[config.mk]
export PLATFORM = sky130hd
export DESIGN_NAME = matrix_cplx_stream_loader_flat
export DESIGN_NICKNAME = d
export VERILOG_FILES = /design/src/rtl/matrix_cplx_pkg.sv /design/src/rtl/matrix_cplx_stream_loader_if.sv /design/src/rtl/matrix_cplx_bank.sv /design/src/rtl/matrix_cplx_stream_loader.sv /design/src/flat_wrapper.sv
export SDC_FILE = /design/constraint.sdc
export NUM_CORES = 1
export LEC_CHECK = 0
export ABC_AREA = 1
export ABC_CLOCK_PERIOD_IN_PS = 3300
export BUFFER_PORTS_ARGS = -buffer_cell sky130_fd_sc_hd__buf_2
export CORE_AREA = 2 2 413 415
export DETAILED_ROUTE_END_ITERATION = 6
export DIE_AREA = 0 0 415 417
export PLACE_DENSITY = 0.42
export SLEW_MARGIN = 15
export SYNTH_ARGS = -nofsm -noshare
export SYNTH_HDL_FRONTEND = slang
export SYNTH_HIERARCHICAL = 1
export SYNTH_SLANG_ARGS = --single-unit
[constraint.sdc]
create_clock -name clk -period 3.3 [get_ports clk]
set_input_delay 0.66 -clock clk [delete_from_list [all_inputs] [get_ports clk]]
set_output_delay 0.66 -clock clk [all_outputs]
set_load 0.01 [all_outputs]
[src/rtl/matrix_cplx_pkg.sv]
// Shared types and constants for the 4x4 complex operand stream loader.
package matrix_cplx_pkg;

    localparam int N     = 4;
    localparam int ELEMS = 16;
    localparam int W     = 16;

    localparam logic [3:0] LAST_IDX = 4'(ELEMS - 1);

    typedef logic signed [W-1:0] elem_t;
    typedef elem_t [0:N-1][0:N-1] mat_t;

    typedef enum logic [1:0] {
        FILL_A,
        FILL_B,
        HOLD
    } ld_state_t;

endpackage

[src/rtl/matrix_cplx_stream_loader_if.sv]
// Stream-in / frame-out bundle between the element source, the loader and the 4x4 multiplier.
interface matrix_cplx_stream_loader_if
    import matrix_cplx_pkg::*;
#(
    parameter int w = W
);

    logic                        s_valid;
    logic                        s_ready;
    logic signed [w-1:0]         s_re;
    logic signed [w-1:0]         s_im;
    logic                        s_last;
    logic                        m_valid;
    logic                        m_ready;
    logic [0:N-1][0:N-1][w-1:0]  A_real;
    logic [0:N-1][0:N-1][w-1:0]  A_imag;
    logic [0:N-1][0:N-1][w-1:0]  B_real;
    logic [0:N-1][0:N-1][w-1:0]  B_imag;
    logic                        err_len;

    modport slave (
        input  s_valid, s_re, s_im, s_last, m_ready,
        output s_ready, m_valid, A_real, A_imag, B_real, B_imag, err_len
    );

    modport master (
        output s_valid, s_re, s_im, s_last, m_ready,
        input  s_ready, m_valid, A_real, A_imag, B_real, B_imag, err_len
    );

endinterface

[src/rtl/matrix_cplx_bank.sv]
// One A+B operand register bank; a single element is written per enabled cycle at row idx[3:2], col idx[1:0].
module matrix_cplx_bank
    import matrix_cplx_pkg::*;
#(
    parameter int w = W
) (
    input  logic                       clk,
    input  logic                       rst_n,
    input  logic                       we,
    input  logic                       sel_b,
    input  logic [3:0]                 idx,
    input  logic signed [w-1:0]        d_re,
    input  logic signed [w-1:0]        d_im,
    output logic [0:N-1][0:N-1][w-1:0] a_re,
    output logic [0:N-1][0:N-1][w-1:0] a_im,
    output logic [0:N-1][0:N-1][w-1:0] b_re,
    output logic [0:N-1][0:N-1][w-1:0] b_im
);

    logic [0:N-1][0:N-1][w-1:0] a_re_q, a_re_d;
    logic [0:N-1][0:N-1][w-1:0] a_im_q, a_im_d;
    logic [0:N-1][0:N-1][w-1:0] b_re_q, b_re_d;
    logic [0:N-1][0:N-1][w-1:0] b_im_q, b_im_d;
    logic [1:0]                 row;
    logic [1:0]                 col;

    assign row = idx[3:2];
    assign col = idx[1:0];

    always_comb begin
        a_re_d = a_re_q;
        a_im_d = a_im_q;
        b_re_d = b_re_q;
        b_im_d = b_im_q;
        if (we) begin
            if (sel_b) begin
                b_re_d[row][col] = d_re;
                b_im_d[row][col] = d_im;
            end else begin
                a_re_d[row][col] = d_re;
                a_im_d[row][col] = d_im;
            end
        end
    end

    always_ff @(posedge clk or negedge rst_n) begin
        if (!rst_n) begin
            a_re_q <= '0;
            a_im_q <= '0;
            b_re_q <= '0;
            b_im_q <= '0;
        end else begin
            a_re_q <= a_re_d;
            a_im_q <= a_im_d;
            b_re_q <= b_re_d;
            b_im_q <= b_im_d;
        end
    end

    assign a_re = a_re_q;
    assign a_im = a_im_q;
    assign b_re = b_re_q;
    assign b_im = b_im_q;

endmodule

[src/rtl/matrix_cplx_stream_loader.sv]
// Serial complex element stream -> registered 4x4 A/B operand frame with valid/ready hand-off.
// Optional LOADER_PINGPONG_EN: two banks so filling the next frame overlaps presenting the current one.
module matrix_cplx_stream_loader
    import matrix_cplx_pkg::*;
#(
    parameter int w = W
) (
    input  logic                         clk,
    input  logic                         rst_n,
    matrix_cplx_stream_loader_if.slave   bus
);

`ifdef LOADER_PINGPONG_EN
    localparam bit PINGPONG = 1'b1;
`else
    localparam bit PINGPONG = 1'b0;
`endif

    ld_state_t  state_q, state_d;
    logic [3:0] idx_q, idx_d;
    logic       run_q, run_d;
    logic       err_q, err_d;
    logic [1:0] full_q, full_d;
    logic       wr_q, wr_d;
    logic       rd_q, rd_d;

    logic       xfer;
    logic       accept;
    logic       frame_done;
    logic       sel_b;

    logic [0:N-1][0:N-1][w-1:0] ar0, ai0, br0, bi0;

    // run_q keeps s_ready low while reset is asserted and for the first edge after release
    assign bus.s_ready = run_q && (state_q != HOLD);
    assign bus.m_valid = full_q[rd_q];
    assign bus.err_len = err_q;

    assign xfer       = bus.s_valid && bus.s_ready;
    assign accept     = bus.m_valid && bus.m_ready;
    assign sel_b      = (state_q == FILL_B);
    assign frame_done = xfer && sel_b && (idx_q == LAST_IDX);

    always_comb begin
        state_d = state_q;
        idx_d   = idx_q;
        run_d   = 1'b1;
        err_d   = 1'b0;
        full_d  = full_q;
        wr_d    = wr_q;
        rd_d    = rd_q;

        if (accept) begin
            full_d[rd_q] = 1'b0;
            rd_d         = PINGPONG ? ~rd_q : rd_q;
        end

        if (xfer) begin
            if (bus.s_last && !frame_done) begin
                state_d = FILL_A;
                idx_d   = '0;
                err_d   = 1'b1;
            end else if (frame_done) begin
                idx_d        = '0;
                err_d        = !bus.s_last;
                full_d[wr_q] = 1'b1;
                wr_d         = PINGPONG ? ~wr_q : wr_q;
                // A same-cycle accept of the other bank frees it, so filling continues without a bubble
                state_d      = full_d[wr_d] ? HOLD : FILL_A;
            end else begin
                idx_d = idx_q + 4'd1;
                if (idx_q == LAST_IDX) begin
                    state_d = FILL_B;
                end
            end
        end else if ((state_q == HOLD) && !full_d[wr_q]) begin
            state_d = FILL_A;
        end
    end

    always_ff @(posedge clk or negedge rst_n) begin
        if (!rst_n) begin
            state_q <= FILL_A;
            idx_q   <= '0;
            run_q   <= 1'b0;
            err_q   <= 1'b0;
            full_q  <= '0;
            wr_q    <= 1'b0;
            rd_q    <= 1'b0;
        end else begin
            state_q <= state_d;
            idx_q   <= idx_d;
            run_q   <= run_d;
            err_q   <= err_d;
            full_q  <= full_d;
            wr_q    <= wr_d;
            rd_q    <= rd_d;
        end
    end

`ifdef LOADER_PINGPONG_EN
    logic [0:N-1][0:N-1][w-1:0] ar1, ai1, br1, bi1;

    matrix_cplx_bank #(.w(w)) u_bank0 (
        .clk(clk), .rst_n(rst_n), .we(xfer && !wr_q), .sel_b(sel_b), .idx(idx_q),
        .d_re(bus.s_re), .d_im(bus.s_im),
        .a_re(ar0), .a_im(ai0), .b_re(br0), .b_im(bi0)
    );

    matrix_cplx_bank #(.w(w)) u_bank1 (
        .clk(clk), .rst_n(rst_n), .we(xfer && wr_q), .sel_b(sel_b), .idx(idx_q),
        .d_re(bus.s_re), .d_im(bus.s_im),
        .a_re(ar1), .a_im(ai1), .b_re(br1), .b_im(bi1)
    );

    assign bus.A_real = rd_q ? ar1 : ar0;
    assign bus.A_imag = rd_q ? ai1 : ai0;
    assign bus.B_real = rd_q ? br1 : br0;
    assign bus.B_imag = rd_q ? bi1 : bi0;
`else
    matrix_cplx_bank #(.w(w)) u_bank0 (
        .clk(clk), .rst_n(rst_n), .we(xfer), .sel_b(sel_b), .idx(idx_q),
        .d_re(bus.s_re), .d_im(bus.s_im),
        .a_re(ar0), .a_im(ai0), .b_re(br0), .b_im(bi0)
    );

    assign bus.A_real = ar0;
    assign bus.A_imag = ai0;
    assign bus.B_real = br0;
    assign bus.B_imag = bi0;
`endif

endmodule
[src/flat_wrapper.sv]
// flat-port wrapper written by rule: the top's interface ports become plain ports
module matrix_cplx_stream_loader_flat import matrix_cplx_pkg::*;
#(
    parameter int w = W
)
  (clk, rst_n, bus_s_valid, bus_s_re, bus_s_im, bus_s_last, bus_m_ready, bus_s_ready, bus_m_valid, bus_A_real, bus_A_imag, bus_B_real, bus_B_imag, bus_err_len);
  matrix_cplx_stream_loader_if #(.w(w)) bus_i ();
  input  logic clk;
  input  logic rst_n;
  input wire logic [$bits(bus_i.s_valid)-1:0] bus_s_valid;
  input wire logic [$bits(bus_i.s_re)-1:0] bus_s_re;
  input wire logic [$bits(bus_i.s_im)-1:0] bus_s_im;
  input wire logic [$bits(bus_i.s_last)-1:0] bus_s_last;
  input wire logic [$bits(bus_i.m_ready)-1:0] bus_m_ready;
  output wire logic [$bits(bus_i.s_ready)-1:0] bus_s_ready;
  output wire logic [$bits(bus_i.m_valid)-1:0] bus_m_valid;
  output wire logic [$bits(bus_i.A_real)-1:0] bus_A_real;
  output wire logic [$bits(bus_i.A_imag)-1:0] bus_A_imag;
  output wire logic [$bits(bus_i.B_real)-1:0] bus_B_real;
  output wire logic [$bits(bus_i.B_imag)-1:0] bus_B_imag;
  output wire logic [$bits(bus_i.err_len)-1:0] bus_err_len;
  assign bus_i.s_valid = bus_s_valid;
  assign bus_i.s_re = bus_s_re;
  assign bus_i.s_im = bus_s_im;
  assign bus_i.s_last = bus_s_last;
  assign bus_i.m_ready = bus_m_ready;
  assign bus_s_ready = bus_i.s_ready;
  assign bus_m_valid = bus_i.m_valid;
  assign bus_A_real = bus_i.A_real;
  assign bus_A_imag = bus_i.A_imag;
  assign bus_B_real = bus_i.B_real;
  assign bus_B_imag = bus_i.B_imag;
  assign bus_err_len = bus_i.err_len;
  matrix_cplx_stream_loader #(.w(w)) u_core (.clk(clk), .rst_n(rst_n), .bus(bus_i));
endmodule
# Word-level counts from Yosys, hierarchy flattened
# Cells that the tools add are included.
[totals]
ff_bits = 1034
latch_bits = 0
mem_bits_rw = 0
mem_bits_ro = 0
inputBits = 37
output_inout_bits = 1027
wordCells = 120
n_memories = 0
[classes]
n_addsub = 1
n_mul = 0
n_div = 0
n_lt_le_gt_ge = 4
eq_ne = 5
shift = 0
muxes = 22
n_bitwise = 3
reduce_logical = 16
[op_table]
columns = ["operator", "count"]
rows = [
  ["256-bit bitwise mux", 4],
  ["64-bit demux with 2-bit select", 1],
  ["64-bit 2-to-1 mux", 1],
  ["16-bit demux with 2-bit select", 1],
  ["16-bit 2-to-1 mux", 1],
  ["2-bit 2-to-1 mux", 5],
  ["1-bit logical AND", 9],
  ["4-bit 2-to-1 mux", 2],
  ["1-bit 2-to-1 mux", 7],
  ["3-bit greater-or-equal comparator (second input constant)", 2],
  ["3-bit by 1-bit < comparator with 1-bit output (second input constant)", 2],
  ["2-bit inverter with 3-bit output", 2],
  ["2-bit AND reduction", 3],
  ["4-bit by 1-bit adder with 4-bit output (second input constant)", 1],
  ["4-bit equality test (second input constant)", 1],
  ["4-bit inequality test (second input constant)", 1],
  ["1-bit zero test", 3],
  ["2-bit by 1-bit equality test with 1-bit output (second input constant)", 1],
  ["2-bit equality test (second input constant)", 1],
  ["2-bit inequality test (second input constant)", 1],
  ["2-bit nonzero test", 1],
  ["1-bit inverter", 1],
]

# Logic depth before layout (Yosys ltp)
[depth]
word_depth = 9
depth_mapped = 12
depth_no_buf = 12

# Cells and area by module
# Netlist, hierarchy kept.
[by_module_without_submodules]
columns = ["module", "instances", "cells_per_inst", "area_per_inst_um2", "seq_area_each_um2"]
rows = [
  ["matrix_cplx_bank", 1, 4583, 40629.0, 25624.6],
  ["matrix_cplx_stream_loader", 1, 63, 531.8, 225.2],
]

# Least setup slack after synthesis
# OpenSTA, ideal clock, no wires.
[synth_path]
path_kind = "input to register"
startpoint = "input bus_s_valid"
endpoint = "register u_core.u_bank0.a_im_q, in the netlist u_core/u_bank0/a_im[144]"
setup_ns = 0.117
t_arrival_ns = 1.823
required_ns = 3.183
slack_ns = 1.360
cell_stages = 9
n_path_buf = 2
path_cell_list = "nand3_4 inv_1 inv_1 nor2_4 buf_2 nand3_1 clkbuf_1 nand2_1 nand2_1"
[synth_via]
elab_chain_cells = 2
[synth_rtl]
columns = ["element", "line", "source"]
rows = [
  ["start: declaration", "flat_wrapper.sv:10", "input wire logic [$bits(bus_i.s_valid)-1:0] bus_s_valid;"],
  ["1-bit logical AND", "matrix_cplx_stream_loader.sv:39", "assign xfer = bus.s_valid && bus.s_ready;"],
  ["net u_core.xfer", "matrix_cplx_stream_loader.sv:27", "logic xfer;"],
  ["2-bit AND reduction (no line)", "n/a", ""],
  ["end signal: assignment", "matrix_cplx_bank.sv:54", "a_im_q <= a_im_d;"],
  ["end: declaration", "matrix_cplx_bank.sv:21", "logic [0:N-1][0:N-1][w-1:0] a_im_q, a_im_d;"],
]
# The timed path passes the listed nets, and every way through them passes these cells.
# A chain may end at the register's enable or synchronous reset.

# Worst setup path after layout
[layout_path]
startpoint = "register u_core.state_q[1]"
endpoint = "register u_core.u_bank0.b_re_q, in the netlist u_core/u_bank0/b_re[175]"
[layout_via]
elab_chain_cells = 4
elab_cells_between_ends = 5
classes_between = "2 x eq/ne; 3 x reduce/logical"
[layout_rtl]
columns = ["element", "line", "source"]
rows = [
  ["start: declaration", "matrix_cplx_stream_loader.sv:19", "ld_state_t state_q, state_d;"],
  ["start signal: assignment", "matrix_cplx_stream_loader.sv:91", "state_q <= state_d;"],
  ["2-bit inequality test", "matrix_cplx_stream_loader.sv:35", "assign bus.s_ready = run_q && (state_q != HOLD);"],
  ["1-bit logical AND", "matrix_cplx_stream_loader.sv:35", ""],
  ["1-bit logical AND", "matrix_cplx_stream_loader.sv:39", ""],
  ["net u_core.xfer", "matrix_cplx_stream_loader.sv:27", ""],
  ["2-bit AND reduction (no line)", "n/a", ""],
  ["end signal: assignment", "matrix_cplx_bank.sv:55", "b_re_q <= b_re_d;"],
  ["end: declaration", "matrix_cplx_bank.sv:22", "logic [0:N-1][0:N-1][w-1:0] b_re_q, b_re_d;"],
]
# The timed path passes the listed nets, and every way through them passes these cells.

==> key figures <==
Routing
  – Number of vias per cell: 4.71
  – Detailed-router iteration count before antenna repair: 7
  – Wire length reported by the detailed router: 218,000 um
  – Final antenna-violating net count: 0
  – First-iteration detailed-routing DRC count: between 3,000 and 4,000
  – Detailed-route wire length per cell: approximately 28 um
  – Count of vias placed by the detailed router: 37,300
  – Post-route DRC: 1

Pwr
  – Power per cell area: 643 nW/um^2
  – Lkg Pwr: roughly 32 nW
  – Maximum vdd ir drop: roughly 0.4 mV

Hold path
  – Class of the tightest hold or removal check: in -> reg
  – Number of cells traversed by the worst hold path: 4

Logic synthesis
  – Netlist area before placement: 41,200 sq um
  – Average cell area after synthesis: 8.86 sq um
  – Number of enable-type register cells in the synthesized netlist: 0
  – Most instantiated library cell after synthesis: sky130_fd_sc_hd__nand2_1
  – Top area cells in the synthesized netlist: sky130_fd_sc_hd__dfrtp_1, sky130_fd_sc_hd__nand2_1, sky130_fd_sc_hd__nand3_1
  – Sequential-to-total area share from yosys stat: 0.628
  – Top flip-flop cell by instance count after synthesis: sky130_fd_sc_hd__dfrtp_1
  – Share of the synthesized area in the top cell type: 0.628
  – Top post-synthesis cells by count: sky130_fd_sc_hd__nand2_1, sky130_fd_sc_hd__dfrtp_1, sky130_fd_sc_hd__nand3_1
  – Synth cell types: 22
  – Yosys reg bits: 1,033
  – Post-synth top area cell: sky130_fd_sc_hd__dfrtp_1
  – Yosys Warn Count: 6
  – Cells after Synth: 4,646
  – Synthesized Nets: around 4,700
  – Share of flip-flops with an asynchronous set or reset: 1.00

Clocking
  – H-tree depth: 3
  – CTS root buffer: sky130_fd_sc_hd__clkbuf_16
  – Clock Tree Buf Depth: 3
  – Clock net sink count: roughly 1,000
  – Insertion delay to the later sink of the worst-skew pair: 770 ps
  – Clock tree from TritonCTS: yes
  – Setup fix buffers added after clock tree synthesis: 0
  – Clock slew seen by the registers of the worst setup and hold paths: 60 ps
  – CTS Buf Count: approximately 120

Setup path
  – Critical path capture point type: flop
  – Worst endpoint required time: 3990 ps
  – Number of cells traversed by the worst register-to-register path: 8
  – Data arrival at the endpoint of the critical path: 3130 ps
  – Worst flop-to-flop path startpoint: u_core/state_q[1]$_DFFE_PN0P_
  – Largest driver fanout on the critical path: 51
  – Start point of the critical path: u_core/state_q[1]$_DFFE_PN0P_
  – Category of the critical setup timing path: reg -> reg
  – CP endpoint: u_core/u_bank0/b_re[175]$_DFFE_PN0P_
  – Worst reg2reg path endpoint: u_core/u_bank0/b_re[175]$_DFFE_PN0P_
  – FF-to-FF setup slack: 860 ps
  – Critical path startpoint category: flop

STA
  – Maximum clock skew at final layout: slightly above 20 ps
  – Slew headroom: 0.329
  – Number of failing setup endpoints in the final timing report: 0
  – Shortest period the worst path allows: 2440 ps
  – Final-report hold violation count: 0
  – Slew of the pin with the lowest slew margin: ~1000 ps
  – Unrepaired setup endpoints after global routing: no
  – Slew Limit Fails: 0
  – Share of the cycle needed by the critical path after routing: 0.740
  – Maximum frequency from static timing analysis: around 400 MHz
  – Sum Neg Setup Slack: 0 ps

Global route
  – Combined global-route utilization of all metal layers: 0.245
  – Total grt overflow: 0
  – Initial antenna violation count: 9
  – Pin count of the biggest net entering global routing: roughly 120
  – Wire length of the first global-routing pass: ~300,000 um
  – Vias in the first global route: 35,900

Placed design
  – Cell Count Post-Placement: 7,683
  – Final estimated routing congestion in global placement: around 0.8
  – Detailed Place HPWL: 140,000 um
  – Port Buf Inserts: 1,063

Layout
  – Multi-input combinational cell area: ~14,000 sq um
  – Layout fillers: 17,900
  – Area occupied by registers: about 26,000 sq um
  – Final cell utilization of the core: 0.318
  – Number of nets in the layout: 5,630
  – Area added between synthesis and finish: 30.3%
  – Fraction of layout instances using a drive strength above 1: 0.260
  – Final standard cell count with taps included and fillers excluded: 7,912

Die
  – Number of primary I/O pins: 1,064
  – Initial Utilization: 0.244
  – Area of the core: 169,000 sq um
  – # rows: 151
  – Overall die height: 417 um
  – Horizontal extent of the die: 415 um
  – Total die area: around 170,000 sq um

Status
  – Failing checks: design-rule violations
  – Status: complete, but fails checks

Flow run
  – Count of max-cap constraint violations: 0
==> registers in the layout, summed over array words and instances (netlist names) <==
register,count
u_core/idx_q,4
u_core/run_q,1
u_core/state_q,2
u_core/u_bank0/a_im,256
u_core/full_q,1
u_core/u_bank0/b_im,256
u_core/u_bank0/b_re,256
u_core/bus.err_len,1
u_core/u_bank0/a_re,256
==> stage by stage <==
step | hold slack, ps | instance area [sq um] | setup WS [ps] | power (mW)
2_1_floorplan | 364 | 41200 | 1360 | 17.3
3_3_place_gp | 448 | 49500 | 672 | 20.8
3_5_place_dp | 453 | 49500 | 646 | 20.8
4_1_cts | 122 | 53600 | 803 | 34.9
5_1_grt | 180 | 53600 | 638 | 35.9
6_report | 213 | 53600 | 859 | 34.5
==> routing by layer <==
layer | GRT usage | vias to the layer above | wire length (um)
met1 | 0.308 | 18700 | 88100
met2 | 0.401 | 1453 | 104000
met3 | 0.0526 | 331 | 15000
met5 | 0 | - | 0
met4 | 0.114 | 0 | 10400
li1 | - | 16800 | -
==> layout by cell type (no fill, tap or decap), types with 2 or more instances in the layout <==
master                       synthesis  layout
sky130_fd_sc_hd__nor2_2             19       5
sky130_fd_sc_hd__dfrtp_1          1033    1033
sky130_fd_sc_hd__nand3_1           864     840
sky130_fd_sc_hd__buf_2             155    1061
sky130_fd_sc_hd__nand2_1          2141    2141
sky130_fd_sc_hd__nor2_4              3      20
sky130_fd_sc_hd__bufinv_16           0       5
sky130_fd_sc_hd__inv_1              18      16
sky130_fd_sc_hd__nand2_2             2       2
sky130_fd_sc_hd__buf_4               0     128
sky130_fd_sc_hd__nand4_1           130     130
sky130_fd_sc_hd__inv_16              0       3
sky130_fd_sc_hd__nand3_2             0      24
sky130_fd_sc_hd__clkbuf_8            0      40
sky130_fd_sc_hd__diode_2             0       2
sky130_fd_sc_hd__clkbuf_1          240      34
sky130_fd_sc_hd__ha_1                4       4
sky130_fd_sc_hd__inv_6               0       3
sky130_fd_sc_hd__clkinv_2            0      18
sky130_fd_sc_hd__nor2_1              8       5
sky130_fd_sc_hd__clkbuf_16           0     121
sky130_fd_sc_hd__clkinvlp_4          0       2
sky130_fd_sc_hd__buf_12              0      42
sky130_fd_sc_hd__o21ai_0             2       2
==> worst max-delay path, cell delays in order (launching register included) <==
cell	delay [ps]
sky130_fd_sc_hd__dfrtp_1	400
sky130_fd_sc_hd__nand2_2	130
sky130_fd_sc_hd__nand3_4	140
sky130_fd_sc_hd__inv_1	180
sky130_fd_sc_hd__nand2_1	200
sky130_fd_sc_hd__inv_8	380
sky130_fd_sc_hd__buf_4	550
sky130_fd_sc_hd__nand3_1	190
sky130_fd_sc_hd__nand2_1	110
==> cell type report <==
cell class	instances	share of cell area
Tap cell	2218	0.0517
Inverter	20	0.00159
Clock buffer	195	0.0691
Sequential cell	1033	0.482
Multi-Input combinational cell	3180	0.255
Timing Repair Buffer	1233	0.133
Clock inverter	31	0.00704
Antenna cell	2	0.0000933
==> worst min-delay path by stage <==
stage,start,to,slack (ps)
5_1_grt,bus_m_ready,u_core/full_q[0]$_DFF_PN0_,180
2_1_floorplan,rst_n,u_core/bus.err_len$_DFF_PN0_,360
3_5_place_dp,u_core/u_bank0/a_re[83]$_DFFE_PN0P_,u_core/u_bank0/a_re[83]$_DFFE_PN0P_,450
4_1_cts,bus_m_ready,u_core/full_q[0]$_DFF_PN0_,120
3_3_place_gp,u_core/u_bank0/a_im[147]$_DFFE_PN0P_,u_core/u_bank0/a_im[147]$_DFFE_PN0P_,450
6_report,bus_m_ready,u_core/full_q[0]$_DFF_PN0_,210
==> power breakdown <==
part | switching [mW] | total, mW | leakage [nW] | internal [mW]
combinational | 4.06 | 5.77 | 15.4 | 1.71
clock | 5.87 | 13.9 | 2.01 | 8.06
sequential | 0.742 | 14.8 | 14.2 | 14.0
total | 10.7 | 34.5 | 31.6 | 23.8
==> cells by family (layout without fill, tap and decap cells) <==
group                    after synthesis  after routing  share of synthesized area
AO/OA/AOI/OAI                          5              5                   0.000760
XOR/XNOR                               1              1                   0.000213
adder cells (fa/ha/maj)                4              4                    0.00122
buffers and inverters                433           1479                     0.0442
flip-flops                          1033           1033                      0.628
other                                  1              3                  0.0000911
AND/OR/NAND/NOR                     3169           3169                      0.326
==> repair_timing <==
| item | CTS | global route |
|---|---|---|
| gates resized for setup | 0 | 0 |
| hold endpoints to repair | 9 | 0 |
| hold buffers | 1 | 0 |
(Power assumes the default switching activity.)
